[src/rtl/tape_pkg.sv]
// Constants and FSM encoding shared by the tape-RAM reader and writer controllers.
package tape_pkg;

  localparam int unsigned TAPE_ADDR_W     = 7;
  localparam int unsigned TAPE_DATA_W     = 8;
  localparam int unsigned TAPE_LAST_ADDR  = 126;
  localparam logic [7:0]  TAPE_TERM       = 8'h00;
  localparam int unsigned TAPE_RD_LAT_MAX = 3;
  localparam int unsigned TAPE_CNT_W      = $clog2(TAPE_RD_LAT_MAX + 1);

  typedef enum logic [2:0] {
    IDLE    = 3'd0,
    FETCH   = 3'd1,
    WAIT    = 3'd2,
    PRESENT = 3'd3,
    DONE    = 3'd4
  } tape_state_e;

endpackage

[src/rtl/ram_reader_if.sv]
// RAM read port plus downstream valid/ready byte stream of the tape reader.
interface ram_reader_if #(
  parameter int unsigned ADDR_W = 7,
  parameter int unsigned DATA_W = 8
);

  logic [ADDR_W-1:0] ram_addr;
  logic              rden;
  logic [DATA_W-1:0] ram_q;
  logic [DATA_W-1:0] dout;
  logic              dout_valid;
  logic              dout_ready;

  modport master (
    output ram_addr, rden, dout, dout_valid,
    input  ram_q, dout_ready
  );

  modport slave (
    input  ram_addr, rden, dout, dout_valid,
    output ram_q, dout_ready
  );

endinterface

[src/rtl/ram_reader_edge_detect.sv]
// Registered rising-edge detector; rst_val sets the remembered level after reset.
module edge_detect (
  input  logic clk,
  input  logic reset,
  input  logic rst_val,
  input  logic din,
  output logic rise
);

  logic din_q;
  logic din_d;

  always_comb begin
    din_d = din;
  end

  always_ff @(posedge clk) begin
    if (!reset) begin
      din_q <= rst_val;
    end else begin
      din_q <= din_d;
    end
  end

  assign rise = din & ~din_q;

endmodule

[src/rtl/ram_reader.sv]
// Tape-RAM reader: walks the RAM from address 0 and streams bytes until the
// terminator or the last address, one valid/ready handshake per byte.
module ram_reader
  import tape_pkg::*;
#(
  parameter int unsigned        ADDR_W    = TAPE_ADDR_W,
  parameter int unsigned        DATA_W    = TAPE_DATA_W,
  parameter int unsigned        RD_LAT    = 1,
  parameter int unsigned        LAST_ADDR = TAPE_LAST_ADDR,
  parameter logic [DATA_W-1:0]  TERM      = DATA_W'(TAPE_TERM),
  parameter bit                 TERM_EN   = 1'b1
) (
  input  logic                clk,
  input  logic                reset,
  input  logic                start,
  ram_reader_if.master        bus,
  output logic                busy,
  output logic                done
);

  tape_state_e            state_q, state_d;
  logic [ADDR_W-1:0]      addr_q, addr_d;
  logic [TAPE_CNT_W-1:0]  cnt_q, cnt_d;
  logic [DATA_W-1:0]      dout_q, dout_d;
  logic                   start_rise;

  // Remembered level resets high so a button held through reset is not an edge.
  edge_detect u_start_edge (
    .clk     (clk),
    .reset   (reset),
    .rst_val (1'b1),
    .din     (start),
    .rise    (start_rise)
  );

  always_ff @(posedge clk) begin
    if (!reset) begin
      state_q <= IDLE;
      addr_q  <= '0;
      cnt_q   <= '0;
      dout_q  <= '0;
    end else begin
      state_q <= state_d;
      addr_q  <= addr_d;
      cnt_q   <= cnt_d;
      dout_q  <= dout_d;
    end
  end

  always_comb begin
    state_d = state_q;
    addr_d  = addr_q;
    cnt_d   = cnt_q;
    dout_d  = dout_q;
    case (state_q)
      IDLE, DONE: begin
        if (start_rise) begin
          state_d = FETCH;
          addr_d  = '0;
        end
      end
      FETCH: begin
        state_d = WAIT;
        cnt_d   = TAPE_CNT_W'(RD_LAT);
      end
      WAIT: begin
        // Counter reaching 1 marks the cycle in which ram_q is valid.
        if (cnt_q == TAPE_CNT_W'(1)) begin
          dout_d = bus.ram_q;
          if (TERM_EN && (bus.ram_q == TERM)) begin
            state_d = DONE;
          end else begin
            state_d = PRESENT;
          end
        end else begin
          cnt_d = cnt_q - TAPE_CNT_W'(1);
        end
      end
      PRESENT: begin
        if (bus.dout_ready) begin
          if (addr_q == ADDR_W'(LAST_ADDR)) begin
            state_d = DONE;
          end else begin
            addr_d  = addr_q + ADDR_W'(1);
            state_d = FETCH;
          end
        end
      end
      default: begin
        state_d = IDLE;
      end
    endcase
  end

  assign bus.ram_addr   = addr_q;
  assign bus.rden       = (state_q == FETCH);
  assign bus.dout       = dout_q;
  assign bus.dout_valid = (state_q == PRESENT);
  assign busy           = (state_q == FETCH) || (state_q == WAIT) || (state_q == PRESENT);
  assign done           = (state_q == DONE);

endmodule

[src/flat_wrapper.sv]
// flat-port wrapper written by rule: the top's interface ports become plain ports
module ram_reader_flat import tape_pkg::*;
#(
  parameter int unsigned        ADDR_W    = TAPE_ADDR_W,
  parameter int unsigned        DATA_W    = TAPE_DATA_W,
  parameter int unsigned        RD_LAT    = 1,
  parameter int unsigned        LAST_ADDR = TAPE_LAST_ADDR,
  parameter logic [DATA_W-1:0]  TERM      = DATA_W'(TAPE_TERM),
  parameter bit                 TERM_EN   = 1'b1
)
  (clk, reset, start, busy, done, bus_ram_addr, bus_rden, bus_dout, bus_dout_valid, bus_ram_q, bus_dout_ready);
  ram_reader_if #(.ADDR_W(ADDR_W), .DATA_W(DATA_W)) bus_i ();
  input  logic clk;
  input  logic reset;
  input  logic start;
  output logic busy;
  output logic done;
  output wire logic [$bits(bus_i.ram_addr)-1:0] bus_ram_addr;
  output wire logic [$bits(bus_i.rden)-1:0] bus_rden;
  output wire logic [$bits(bus_i.dout)-1:0] bus_dout;
  output wire logic [$bits(bus_i.dout_valid)-1:0] bus_dout_valid;
  input wire logic [$bits(bus_i.ram_q)-1:0] bus_ram_q;
  input wire logic [$bits(bus_i.dout_ready)-1:0] bus_dout_ready;
  assign bus_ram_addr = bus_i.ram_addr;
  assign bus_rden = bus_i.rden;
  assign bus_dout = bus_i.dout;
  assign bus_dout_valid = bus_i.dout_valid;
  assign bus_i.ram_q = bus_ram_q;
  assign bus_i.dout_ready = bus_dout_ready;
  ram_reader #(.ADDR_W(ADDR_W), .DATA_W(DATA_W), .RD_LAT(RD_LAT), .LAST_ADDR(LAST_ADDR), .TERM(TERM), .TERM_EN(TERM_EN)) u_core (.clk(clk), .reset(reset), .start(start), .bus(bus_i), .busy(busy), .done(done));
endmodule
[config.mk]
export PLATFORM = sky130hd
export DESIGN_NAME = ram_reader_flat
export DESIGN_NICKNAME = d
export VERILOG_FILES = /design/src/rtl/tape_pkg.sv /design/src/rtl/ram_reader_if.sv /design/src/rtl/ram_reader_edge_detect.sv /design/src/rtl/ram_reader.sv /design/src/flat_wrapper.sv
export SDC_FILE = /design/constraint.sdc
export NUM_CORES = 1
export LEC_CHECK = 0
export CAP_MARGIN = 0
export CORE_MARGIN = 3
export CORE_UTILIZATION = 49
export CTS_CLUSTER_SIZE = 20
export DETAILED_ROUTE_END_ITERATION = 6
export PLACE_DENSITY = 0.89
export SLEW_MARGIN = 0
export SYNTH_ARGS = -nofsm -noshare
export SYNTH_HDL_FRONTEND = slang
export SYNTH_SLANG_ARGS = --single-unit
[constraint.sdc]
create_clock -name clk -period 4.26 [get_ports clk]
set_input_delay 0.852 -clock clk [delete_from_list [all_inputs] [get_ports clk]]
set_output_delay 0.852 -clock clk [all_outputs]
set_load 0.005 [all_outputs]
Word level (Yosys, flattened, before mapping)
Index checks and enable logic that the tools add are counted.
{"block": "word_totals", "register_bits": 21, "in_bits": 12, "out_inout_bits": 19, "wordCells": 43}
{"block": "classes", "n_addsub": 2, "eq_ne": 11, "n_mux": 12, "bitwise_logic": 2, "reduce_logical": 11}
{"operator": "$mux 7", "count": 3}
{"operator": "$mux 3", "count": 5}
{"operator": "$pmux 7 s2", "count": 1}
{"operator": "$pmux 3 s4", "count": 1}
{"operator": "$logic_not 8->1", "count": 1}
{"operator": "$add 7x1->7 const B", "count": 1}
{"operator": "$eq 7x7->1 const B", "count": 1}
{"operator": "$eq 3x2->1 const B", "count": 2}
{"operator": "$ne 2x1->1 const B", "count": 3}
{"operator": "$ne 2x2->1 const B", "count": 2}
{"operator": "$pmux 2 s2", "count": 1}
{"operator": "$reduce_and 2->1", "count": 2}
{"operator": "$reduce_and 4->1", "count": 1}
{"operator": "$reduce_bool 2->1", "count": 2}
{"operator": "$eq 3x1->1 const B", "count": 1}
{"operator": "$eq 3x3->1 const B", "count": 1}
{"operator": "$logic_not 3->1", "count": 1}
{"operator": "$reduce_and 3->1", "count": 1}
{"operator": "$eq 2x1->1 const B", "count": 1}
{"operator": "$logic_or 1x1->1", "count": 2}
{"operator": "$mux 2", "count": 1}
{"operator": "$reduce_or 2->1", "count": 1}
{"operator": "$sub 2x1->2 const B", "count": 1}
{"operator": "$and 1x1->1", "count": 1}
{"operator": "$not 1->1", "count": 1}

Depth between registers and ports, before layout
Gate-level depths: netlist of the first run.
{"block": "logic_depth", "depth_word": 4, "mapped_depth": 6, "depth_no_buf": 6}

Modules after synthesis
A second synthesis of the first run with hierarchy kept.
{"block": "hier_totals", "cells_unflattened": 137, "area_unflattened_um2": 1158.6}
{"mod": "ram_reader", "instances": 1, "cells_per_inst": 134, "area_per_inst_um2": 1117.3, "seq_area_each_um2": 400.4}
{"mod": "edge_detect", "instances": 1, "cells_per_inst": 3, "area_per_inst_um2": 41.3, "seq_area_each_um2": 20.0}

Worst setup path after synthesis of the first run
No wires, ideal clock.
{"block": "synth_path", "kind": "input -> register", "from": "input bus_ram_q[2]", "to": "register u_core.state_q[0]", "setup_time_ps": 120, "arrival_time_ps": 1907, "required_time_ps": 4140, "setup_slack_ps": 2233, "cell_stages": 4, "path_buffers": 0, "path_cell_list": "or4_1 > o21ai_1 > a21oi_1 > o31a_1"}
{"block": "synth_between", "elab_chain_len": 4}
{"element": "start, declared", "line": "flat_wrapper.sv:22", "source": "input wire logic [$bits(bus_i.ram_q)-1:0] bus_ram_q;"}
{"element": "$logic_not 8->1", "line": "ram_reader.sv:70", "source": "if (TERM_EN && (bus.ram_q == TERM)) begin"}
{"element": "$mux 3", "line": "ram_reader.sv:70"}
{"element": "$mux 3", "line": "ram_reader.sv:68", "source": "if (cnt_q == TAPE_CNT_W'(1)) begin"}
{"element": "$pmux 3 s4", "line": "ram_reader.sv:55", "source": "case (state_q)"}
{"element": "end signal, assigned", "line": "ram_reader.sv:43", "source": "state_q <= state_d;"}
{"element": "end, declared", "line": "ram_reader.sv:21", "source": "tape_state_e state_q, state_d;"}
No other way between the ends. The select of a mux whose other input is x is not followed.
A chain may end at the register's enable or synchronous reset.

Worst setup path in the final report of the first run
{"block": "layout_path", "from": "register u_core.state_q[0]", "to": "output bus_dout_valid"}
{"block": "layout_between", "elab_chain_len": 1}
{"element": "$eq 3x2->1", "line": "ram_reader.sv:98", "source": "assign bus.dout_valid = (state_q == PRESENT);"}
{"element": "end, declared", "line": "flat_wrapper.sv:21", "source": "output wire logic [$bits(bus_i.dout_valid)-1:0] bus_dout_valid;"}
No other way between the ends.

==> results.toml, run 1 <==
[worst_setup_path]
r2r_start = "u_core.bus.ram_addr[0]"
cp.arrival_ns = 1.91
worstSetupStartpointType = "flip-flop"
worstSetupPathType = "flip-flop to output pin"
r2r_setup_slack_ns = 2.52
reg2regPathDepth = 6
r2r-end = "u_core.bus.ram_addr[5]"
cp.required_ns = 3.41
endpoint_kind = "output pin"
critPathMaxFanout = 10

[cts]
path_clk_slew_ns = 0.12
root_buffer = "clkbuf_4"
cts.sinks = 21
cts_resized = 0
cts_setup_buffers = 0
clk_path_buf_depth = 2
cts_buffers = 3
cts_hold_buf = 0
cts_tree = "yes"
insertion_delay_ns = 0.29
cts-htree-levels = 1

[global_route]
antenna_found_initial = 0
first_global_vias = 1006
overflow = 0
gr-usage-all-layers = 0.209
grt_pass1_wl_um = 4350
grt_start_max_net_pins = 19

[floorplan]
io_pins = 31
rows = 16
core_area_mm2 = 0.00200
dieHeight_um = 52.5
start_util = 0.530
fp.dieW_um = 52.5
fp.dieArea_mm2 = 0.00276

[timing]
rsz0062_at_grt = "no"
worst_pin_slew_ns = 0.458
fmaxAchievable_ghz = 0.362
period_minus_slack_ns = 2.76
finClkSkew_ns = 0.0108
whs_ns = 0.463
relSlewSlack = 0.693
finalCritPeriodShare = 0.648
finalSetupTns_ns = 0
finalHoldViolations = 0
worst_slack_ns = 1.50
setup_viol = 0
slew_viol_final = 0

[drt]
ant_nets = 0
num_vias = 1035
dr.pass1.iters = 4
routedWlPerCell_um = 13.5
first_iter_violations = 27
drc = 0
vias_per_cell = 5.53
drt-total-wl_um = 2520

[synth]
yosysMostFrequentCell = "nand2_1"
ys_types = 37
synth_area_mm2 = 0.00106
yosysSeqAreaShare = 0.396
async_reset_ff_frac = 0
synth_edf_count = 0
syn_area_per_cell_um2 = 8.16
synth.largest_area_cell = "dfxtp_1"
syn_inst = 130
synth_nets = 145
ys_ff_latch = 21
synthTopCellsByCount = "nand2_1 (24), dfxtp_1 (21), a21oi_1 (16), nor2_1 (8), inv_1 (5)"
synthFlopType = "dfxtp_1"
ys_warn_count = 0
synthTopCellsByArea = "dfxtp_1 (40%), nand2_1 (8.5%), a21oi_1 (7.5%), ha_1 (3.5%), nor2_1 (2.8%)"
synth_top_area_share = 0.396

[power_and_ir_drop]
p_total_mw = 0.574
p_leak_nw = 0.457
ir_drop_mv = 0.437
p_per_area_mw_per_mm2 = 410

[placed_design]
place_congestion = 0.826
dp_cells = 183
dp_hpwl_um = 1960
dp_worst_setup_slack_ns = 1.50
io_buffers = 30

[run_status]
status = "complete, no violations"

[hold_path]
hp-start = "u_core.bus.dout[3]"
min_to = "u_core.bus.dout[3]"
hold_path_depth = 2
hold_class = "flip-flop to flip-flop"

[cells_and_area]
syn2layout_area_growth_pct = 31.8
insertedDiodeCount = 0
drive_gt1_frac = 0.0563
fin_cells = 187
nets = 176

[run]
drv_cap = 0
## cell type report
class / count / area [um^2]
inverters: 7 / 26.3
fillers: 150 / 603
repair buffers: 30 / 300
multi-input cells: 98 / 592
well taps: 27 / 33.8
clock buffers: 4 / 26.3
flip-flops and latches: 21 / 420
## power breakdown
part	internal [mW]	switching, mW	total [mW]
clock	0.0364	0.0557	0.0921
combinational	0.115	0.111	0.226
sequential	0.221	0.0347	0.255
total	0.372	0.201	0.574
## critical path, cell delays in order, from the launching register on
cell and delay (ns):
dfxtp_1 0.57, nand3b_1 0.30, clkinv_1 0.22, clkdlybuf4s50_1 0.52
## sequential cells by signal (all words and copies together), names as in the netlist
| signal | flops |
|---|---|
| u_core.cnt_q | 2 |
| u_core.state_q | 3 |
| u_core.u_start_edge.din_q | 1 |
| u_core.bus.dout | 8 |
| u_core.bus.ram_addr | 7 |
## through the flow
| stage | utilization | cell area (um^2) |
|---|---|---|
| 2_1_floorplan | - | 1060 |
| 3_5_place_dp | 0.686 | 1370 |
| 4_1_cts | 0.699 | 1400 |
| 5_1_grt | 0.699 | 1400 |
| 3_3_place_gp | 0.686 | 1370 |
| 6_report | 0.699 | 1400 |
## how the worst max path moves through the flow
stage	from	end	slack [ns]	cells after the start
after floorplan	bus_ram_q[2]	u_core.state_q[0]	2.23	4
after global placement	reset	u_core.bus.ram_addr[2]	1.55	4
after detailed placement	reset	u_core.bus.ram_addr[1]	1.50	4
after CTS	u_core.state_q[0]	bus_rden	1.50	2
after global routing	u_core.state_q[0]	bus_dout_valid	1.34	3
final	u_core.state_q[0]	bus_dout_valid	1.50	3
## cells by family (layout without fill, tap and decap cells)
family | Yosys count | count (layout) | synth area share
and+or+nand+nor | 60 | 60 | 0.298
AOI/OAI and AO/OA | 34 | 34 | 0.213
DFF | 21 | 21 | 0.396
buffers and inverters | 11 | 41 | 0.0460
adders and majority gates | 3 | 3 | 0.0354
muxes | 1 | 1 | 0.0106
## placed cells by master, fill, tap and decap left out, types with 2 or more instances in the layout
cell type | synthesis | layout
clkdlybuf4s50_1 | 0 | 30
nand2_1 | 24 | 24
dfxtp_1 | 21 | 21
a21oi_1 | 16 | 16
nor2_1 | 8 | 8
inv_1 | 5 | 5
nor3_1 | 4 | 4
nor3b_1 | 3 | 3
or4_1 | 3 | 3
and3_1 | 3 | 3
or3_1 | 3 | 3
o21ai_0 | 3 | 3
ha_1 | 3 | 3
clkbuf_4 | 0 | 3
nand3b_1 | 2 | 2
clkinv_1 | 2 | 2
nand3_1 | 2 | 2
a31oi_1 | 2 | 2
a211oi_1 | 2 | 2
nand2b_1 | 2 | 2
o32ai_1 | 2 | 2
## layer usage
layer | vias to the layer above | share of wire | global-route usage
met2 | 33 | 0.51 | 0.368
met3 | 2 | 0.046 | 0.0342
met5 | - | 0 | 0
met1 | 471 | 0.44 | 0.245
met4 | 0 | 0.0060 | 0.0894
li1 | 529 | - | -
Note: power is estimated with default switching activity, not from simulation.
==> inputs of run 2 (changes only) <==
--- a/config.mk
+++ b/config.mk
@@ -7,10 +7,10 @@
 export LEC_CHECK = 0
 export CAP_MARGIN = 0
 export CORE_MARGIN = 3
-export CORE_UTILIZATION = 49
+export CORE_UTILIZATION = 41
 export CTS_CLUSTER_SIZE = 20
 export DETAILED_ROUTE_END_ITERATION = 6
-export PLACE_DENSITY = 0.89
+export PLACE_DENSITY = 0.81
 export SLEW_MARGIN = 0
 export SYNTH_ARGS = -nofsm -noshare
 export SYNTH_HDL_FRONTEND = slang
==> constraint.sdc (replaced) <==
create_clock -name clk -period 2.3 [get_ports clk]
set_input_delay 0.46 -clock clk [delete_from_list [all_inputs] [get_ports clk]]
set_output_delay 0.46 -clock clk [all_outputs]
set_load 0.005 [all_outputs]
==> run 2 against run 1 <==
  * Register-to-register slack lost 1.9 ns
  * Clock power grew 95%
  * Non-clock buffer count grew 6
  * Critical path type unchanged
==> results.toml, run 2 (same netlist as run 1, synthesis figures left out) <==
[run_status]
status = "complete, no violations"

[drt]
ant_nets = 0
drc = 0
first_iter_violations = 14
dr.pass1.iters = 4
num_vias = 1094
routedWlPerCell_um = 13.7
drt-total-wl_um = 2660
vias_per_cell = 5.64

[worst_setup_path]
r2r-end = "u_core.bus.ram_addr[5]"
worstSetupPathType = "flip-flop to output pin"
critPathMaxFanout = 10
crit_path_cell_trace = "nor3b_1 > clkdlybuf4s50_1"
worstSetupStartpointType = "flip-flop"
endpoint_kind = "output pin"
critPathSlowestCell = "clkdlybuf4s50_1"
cp_num_cells = 2
r2r_setup_slack_ns = 0.65
r2r_start = "u_core.bus.ram_addr[0]"
cp.required_ns = 1.84
max_stage_delay_ns = 0.58
cp_top_family = "buffers and inverters"
reg2regPathDepth = 6
cp.arrival_ns = 1.73
cp_num_buf_inv = 1

[floorplan]
rows = 17
fp.dieArea_mm2 = 0.00323
dieHeight_um = 56.9
io_pins = 31
fp.dieW_um = 56.9
start_util = 0.453
core_area_mm2 = 0.00234

[placed_design]
io_buffers = 30
dp_cells = 190
dp_hpwl_um = 2050
dp_worst_setup_slack_ns = 0.172
place_congestion = 0.787

[cts]
insertion_delay_ns = 0.30
root_buffer = "clkbuf_4"
clk_path_buf_depth = 2
cts_tree = "yes"
cts.sinks = 21
cts_buffers = 3
cts_hold_buf = 0
path_clk_slew_ns = 0.12
cts-htree-levels = 1

[timing]
relSlewSlack = 0.740
fmaxAchievable_ghz = 0.457
finalHoldViolations = 0
finalCritPeriodShare = 0.950
worst_pin_slew_ns = 0.386
period_minus_slack_ns = 2.19
worst_slack_ns = 0.114
finalSetupTns_ns = 0
finClkSkew_ns = 0.000566
setup_viol = 0
slew_viol_final = 0
rsz0062_at_grt = "no"

[global_route]
grtUsageMet1 = 0.191
overflow = 0
grt_start_max_net_pins = 18
first_global_vias = 1080
grt_pass1_wl_um = 4600
gr-usage-met2 = 0.328
gr-usage-all-layers = 0.178
antenna_found_initial = 0
grtUsageMet3 = 0.0391
grt_busiest_layer = "met2"

[cells_and_area]
seq_area_um2 = 423
fillers = 232
nets = 182
insertedDiodeCount = 0
final_common_cell = "clkdlybuf4s50_1"
multiInputGateArea_um2 = 592
fin_cells = 194
layout_common_cells = "clkdlybuf4s50_1 (30), nand2_1 (24), dfxtp_1 (19), a21oi_1 (16), nor2_1 (8)"
syn2layout_area_growth_pct = 36.6
largest_register_ffs = 8
drive_gt1_frac = 0.108

[hold_path]
min_to = "u_core.bus.dout[0]"
hold_class = "flip-flop to flip-flop"
hold_path_depth = 2
hp-start = "u_core.bus.dout[0]"

[run]
drv_cap = 0

[power_and_ir_drop]
p_per_area_mw_per_mm2 = 765
p_leak_nw = 0.490
ir_drop_mv = 0.543
==> run 2: worst register-to-register path: stages, from the launching register on <==
cell and delay (ns):
dfxtp_1 0.43, inv_1 0.07, ha_1 0.22, nand4_1 0.18, o2111ai_1 0.14, or4_1 0.41, a31oi_1 0.16
==> run 2: worst max-delay path by stage <==
stage | slack [ns] | to | from
5_1_grt | 0.005 | bus_rden | u_core.state_q[0]
4_1_cts | 0.07 | done | u_core.state_q[1]
3_3_place_gp | 0.20 | u_core.state_q[0] | bus_ram_q[2]
3_5_place_dp | 0.17 | u_core.state_q[0] | bus_ram_q[2]
6_report | 0.11 | bus_rden | u_core.state_q[0]
2_1_floorplan | 0.66 | u_core.state_q[0] | bus_ram_q[2]
==> run 2: layout make-up <==
cell class | count | share of cell area
multi-input combinational | 98 | 0.408
tap | 28 | 0.0242
clock buffer | 3 | 0.0155
clock inverter | 1 | 0.00345
inverter | 7 | 0.0181
timing repair buffer | 36 | 0.238
sequential | 21 | 0.292
==> run 2: power by group <==
group / switching [mW] / leakage [nW] / internal [mW] / total [mW]
Clock: 0.116 / 0.0177 / 0.0649 / 0.180
Combinational: 0.212 / 0.301 / 0.234 / 0.446
Sequential: 0.0689 / 0.171 / 0.413 / 0.482
==> run 2: through the flow <==
stage           util  cell area, um^2  hold slack (ns)  total power [mW]
6_report       0.619             1450            0.465              1.11
4_1_cts        0.619             1450            0.468              1.12
3_3_place_gp   0.606             1420            0.445             0.914
2_1_floorplan      -             1060            0.448             0.763
5_1_grt        0.619             1450            0.480              1.19
3_5_place_dp   0.606             1420            0.451             0.926
==> run 2: per-layer routing <==
metal,up-vias,wire length (um),part of all wire
met5,-,0,0
met4,0,28,0.011
met3,4,150,0.056
met2,31,1330,0.50
met1,517,1150,0.43
li1,542,-,-
==> run 2: timing repair <==
action	CTS	global route
buffers inserted	0	0
endpoints found under the setup margin	1	1
hold endpoints to repair	0	0
gates resized for setup	1	1
==> inputs of run 3 (changes only) <==
--- a/config.mk
+++ b/config.mk
@@ -5,9 +5,10 @@
 export SDC_FILE = /design/constraint.sdc
 export NUM_CORES = 1
 export LEC_CHECK = 0
+export ABC_AREA = 1
 export CAP_MARGIN = 0
 export CORE_MARGIN = 3
-export CORE_UTILIZATION = 41
+export CORE_UTILIZATION = 42
 export CTS_CLUSTER_SIZE = 20
 export DETAILED_ROUTE_END_ITERATION = 6
 export PLACE_DENSITY = 0.81
==> run 3 against run 2 <==
  * Die area increased by 1.6%
  * Synthesized area rose by 4.2%
  * Non-clock buffer count is 5 lower
  * Wire length shrank 4.6%
  * Critical endpoint unchanged
  * Combinational power decreased by 57%
  * First-iteration DRC count grew 29%
  * Cell area rose by 1.6%
  * Clock skew up 0.0052 ns
  * Largest cell class unchanged
==> results.toml, run 3 <==
[run_status]
status = "complete, no violations"

[timing]
finalHoldViolations = 0
whs_ns = 0.489
setup_viol = 0
slew_viol_final = 0
relSlewSlack = 0.782
period_minus_slack_ns = 2.13
worst_pin_slew_ns = 0.325
fmaxAchievable_ghz = 0.469
rsz0062_at_grt = "no"
finalSetupTns_ns = 0
finalCritPeriodShare = 0.927
finClkSkew_ns = 0.00577

[global_route]
overflow = 0
grt_start_max_net_pins = 14
grt_pass1_wl_um = 4490
antenna_found_initial = 0
first_global_vias = 1087
gr-usage-all-layers = 0.171

[cts]
cts_buffers = 3
cts_hold_buf = 0
cts_tree = "yes"
root_buffer = "clkbuf_4"
cts_setup_buffers = 0
cts_resized = 0
cts-htree-levels = 1
path_clk_slew_ns = 0.11
cts.sinks = 21
insertion_delay_ns = 0.30
clk_path_buf_depth = 2

[cells_and_area]
insertedDiodeCount = 0
largest_register_ffs = 8
nets = 217
layout_common_cells = "nor2_1 (38), nand2_1 (36), clkdlybuf4s50_1 (30), dfxtp_1 (21), inv_1 (17)"
syn2layout_area_growth_pct = 33.0
fin_cells = 229
final_common_cell = "nor2_1"
drive_gt1_frac = 0.0945

[placed_design]
dp_cells = 225
place_congestion = 0.856
dp_hpwl_um = 2070
io_buffers = 30

[worst_setup_path]
max_stage_delay_ns = 0.55
crit_path_cell_trace = "inv_2 > nor3_2 > clkdlybuf4s50_1"
cp.required_ns = 1.84
cp_num_buf_inv = 2
cp.arrival_ns = 1.67
critPathSlowestCell = "clkdlybuf4s50_1"
worstSetupStartpointType = "flip-flop"
cp_top_family = "buffers and inverters"
critPathMaxFanout = 6
worstSetupPathType = "flip-flop to output pin"
endpoint_kind = "output pin"

[synth]
ys_warn_count = 0
yosysMostFrequentCell = "nor2_1"
synth_edf_count = 0
synthFlopType = "dfxtp_1"
yosysSeqAreaShare = 0.380
ys_ff_latch = 21
async_reset_ff_frac = 0
synth.largest_area_cell = "dfxtp_1"
synthTopCellsByCount = "nor2_1 (38), nand2_1 (36), dfxtp_1 (21), inv_1 (17), o21ai_0 (11)"
synthTopCellsByArea = "dfxtp_1 (38%), nor2_1 (13%), nand2_1 (12%), inv_1 (5.8%), o21ai_0 (5.0%)"
synth_top_area_share = 0.380
syn_area_per_cell_um2 = 6.62
ys_types = 23
syn_inst = 167
synth_nets = 182
synth_area_mm2 = 0.00111

[run]
drv_cap = 0

[drt]
drt-total-wl_um = 2540
dr.pass1.iters = 5
ant_nets = 0
routedWlPerCell_um = 11.1
num_vias = 1138
first_iter_violations = 18
drc = 0
vias_per_cell = 4.97

[floorplan]
fp.dieArea_mm2 = 0.00329
core_area_mm2 = 0.00236
fp.dieW_um = 57.3
start_util = 0.468
dieHeight_um = 57.3
io_pins = 31
rows = 17

[power_and_ir_drop]
ir_drop_mv = 0.399
p_total_mw = 0.773
p_per_area_mw_per_mm2 = 525
p_leak_nw = 0.610

[hold_path]
hold_class = "flip-flop to flip-flop"
## run 3: cell types whose count changed after synthesis, moves of 3 or more
cell,change
nor2_1,+30
inv_1,+12
nand2_1,+12
o21ai_0,+8
a21oi_1,-6
nand3_1,+5
nand2_2,+4
and3_1,-3
inv_2,+3
nor2_2,+3
or3_1,-3
or4_1,-3
## run 3: final timing paths
kind,from,endpoint,slack (ns),cells past startpoint
setup reg to reg,u_core.bus.ram_addr[0],u_core.bus.ram_addr[4],0.88,10
setup / recovery,u_core.state_q[0],bus_rden,0.17,3
hold reg to reg,u_core.cnt_q[1],u_core.cnt_q[1],0.49,2
hold / removal,u_core.cnt_q[1],u_core.cnt_q[1],0.49,2
## run 3: layer usage
layer  wire (um)  part of all wire  global-route usage
met3         134             0.053              0.0430
met5           0                 0                   0
met4          14            0.0055              0.0497
met1        1050              0.41               0.196
met2        1340              0.53               0.313
## run 3: report_power, final
| part | switching [mW] | internal, mW |
|---|---|---|
| clock | 0.108 | 0.0677 |
| combinational | 0.105 | 0.0885 |
| sequential | 0.0208 | 0.383 |
## run 3: kinds of logic (layout without fill, tap and decap cells)
group           after synthesis  after routing  share of synthesized area
xor+xnor                      1              1                    0.00792
buf+inv                      22             56                     0.0747
compound gates               24             24                      0.114
flops                        21             21                      0.380
fa+ha+maj                     3              3                     0.0339
simple gates                 96             96                      0.389
## run 3: final cells by class
class	count	area (um^2)
Fill cell	215	890
Multi-Input combinational cell	124	603
Sequential cell	21	420
Timing Repair Buffer	31	308
Inverter	21	78.8
Tap cell	28	35.0
Clock buffer	4	26.3
## run 3: through the flow
stage / utilization / instance area [um^2] / worst slack [ns]
floorplan: - / 1110 / 1.02
global placement: 0.612 / 1450 / 0.541
detailed placement: 0.612 / 1450 / 0.525
CTS: 0.623 / 1470 / 0.144
global route: 0.623 / 1470 / 0.0399
finish: 0.623 / 1470 / 0.167
## run 3: tightest hold or removal path, stage by stage (launching register included)
cell and delay [ns]:
dfxtp_1 0.33, nand3_1 0.07, a21oi_1 0.05
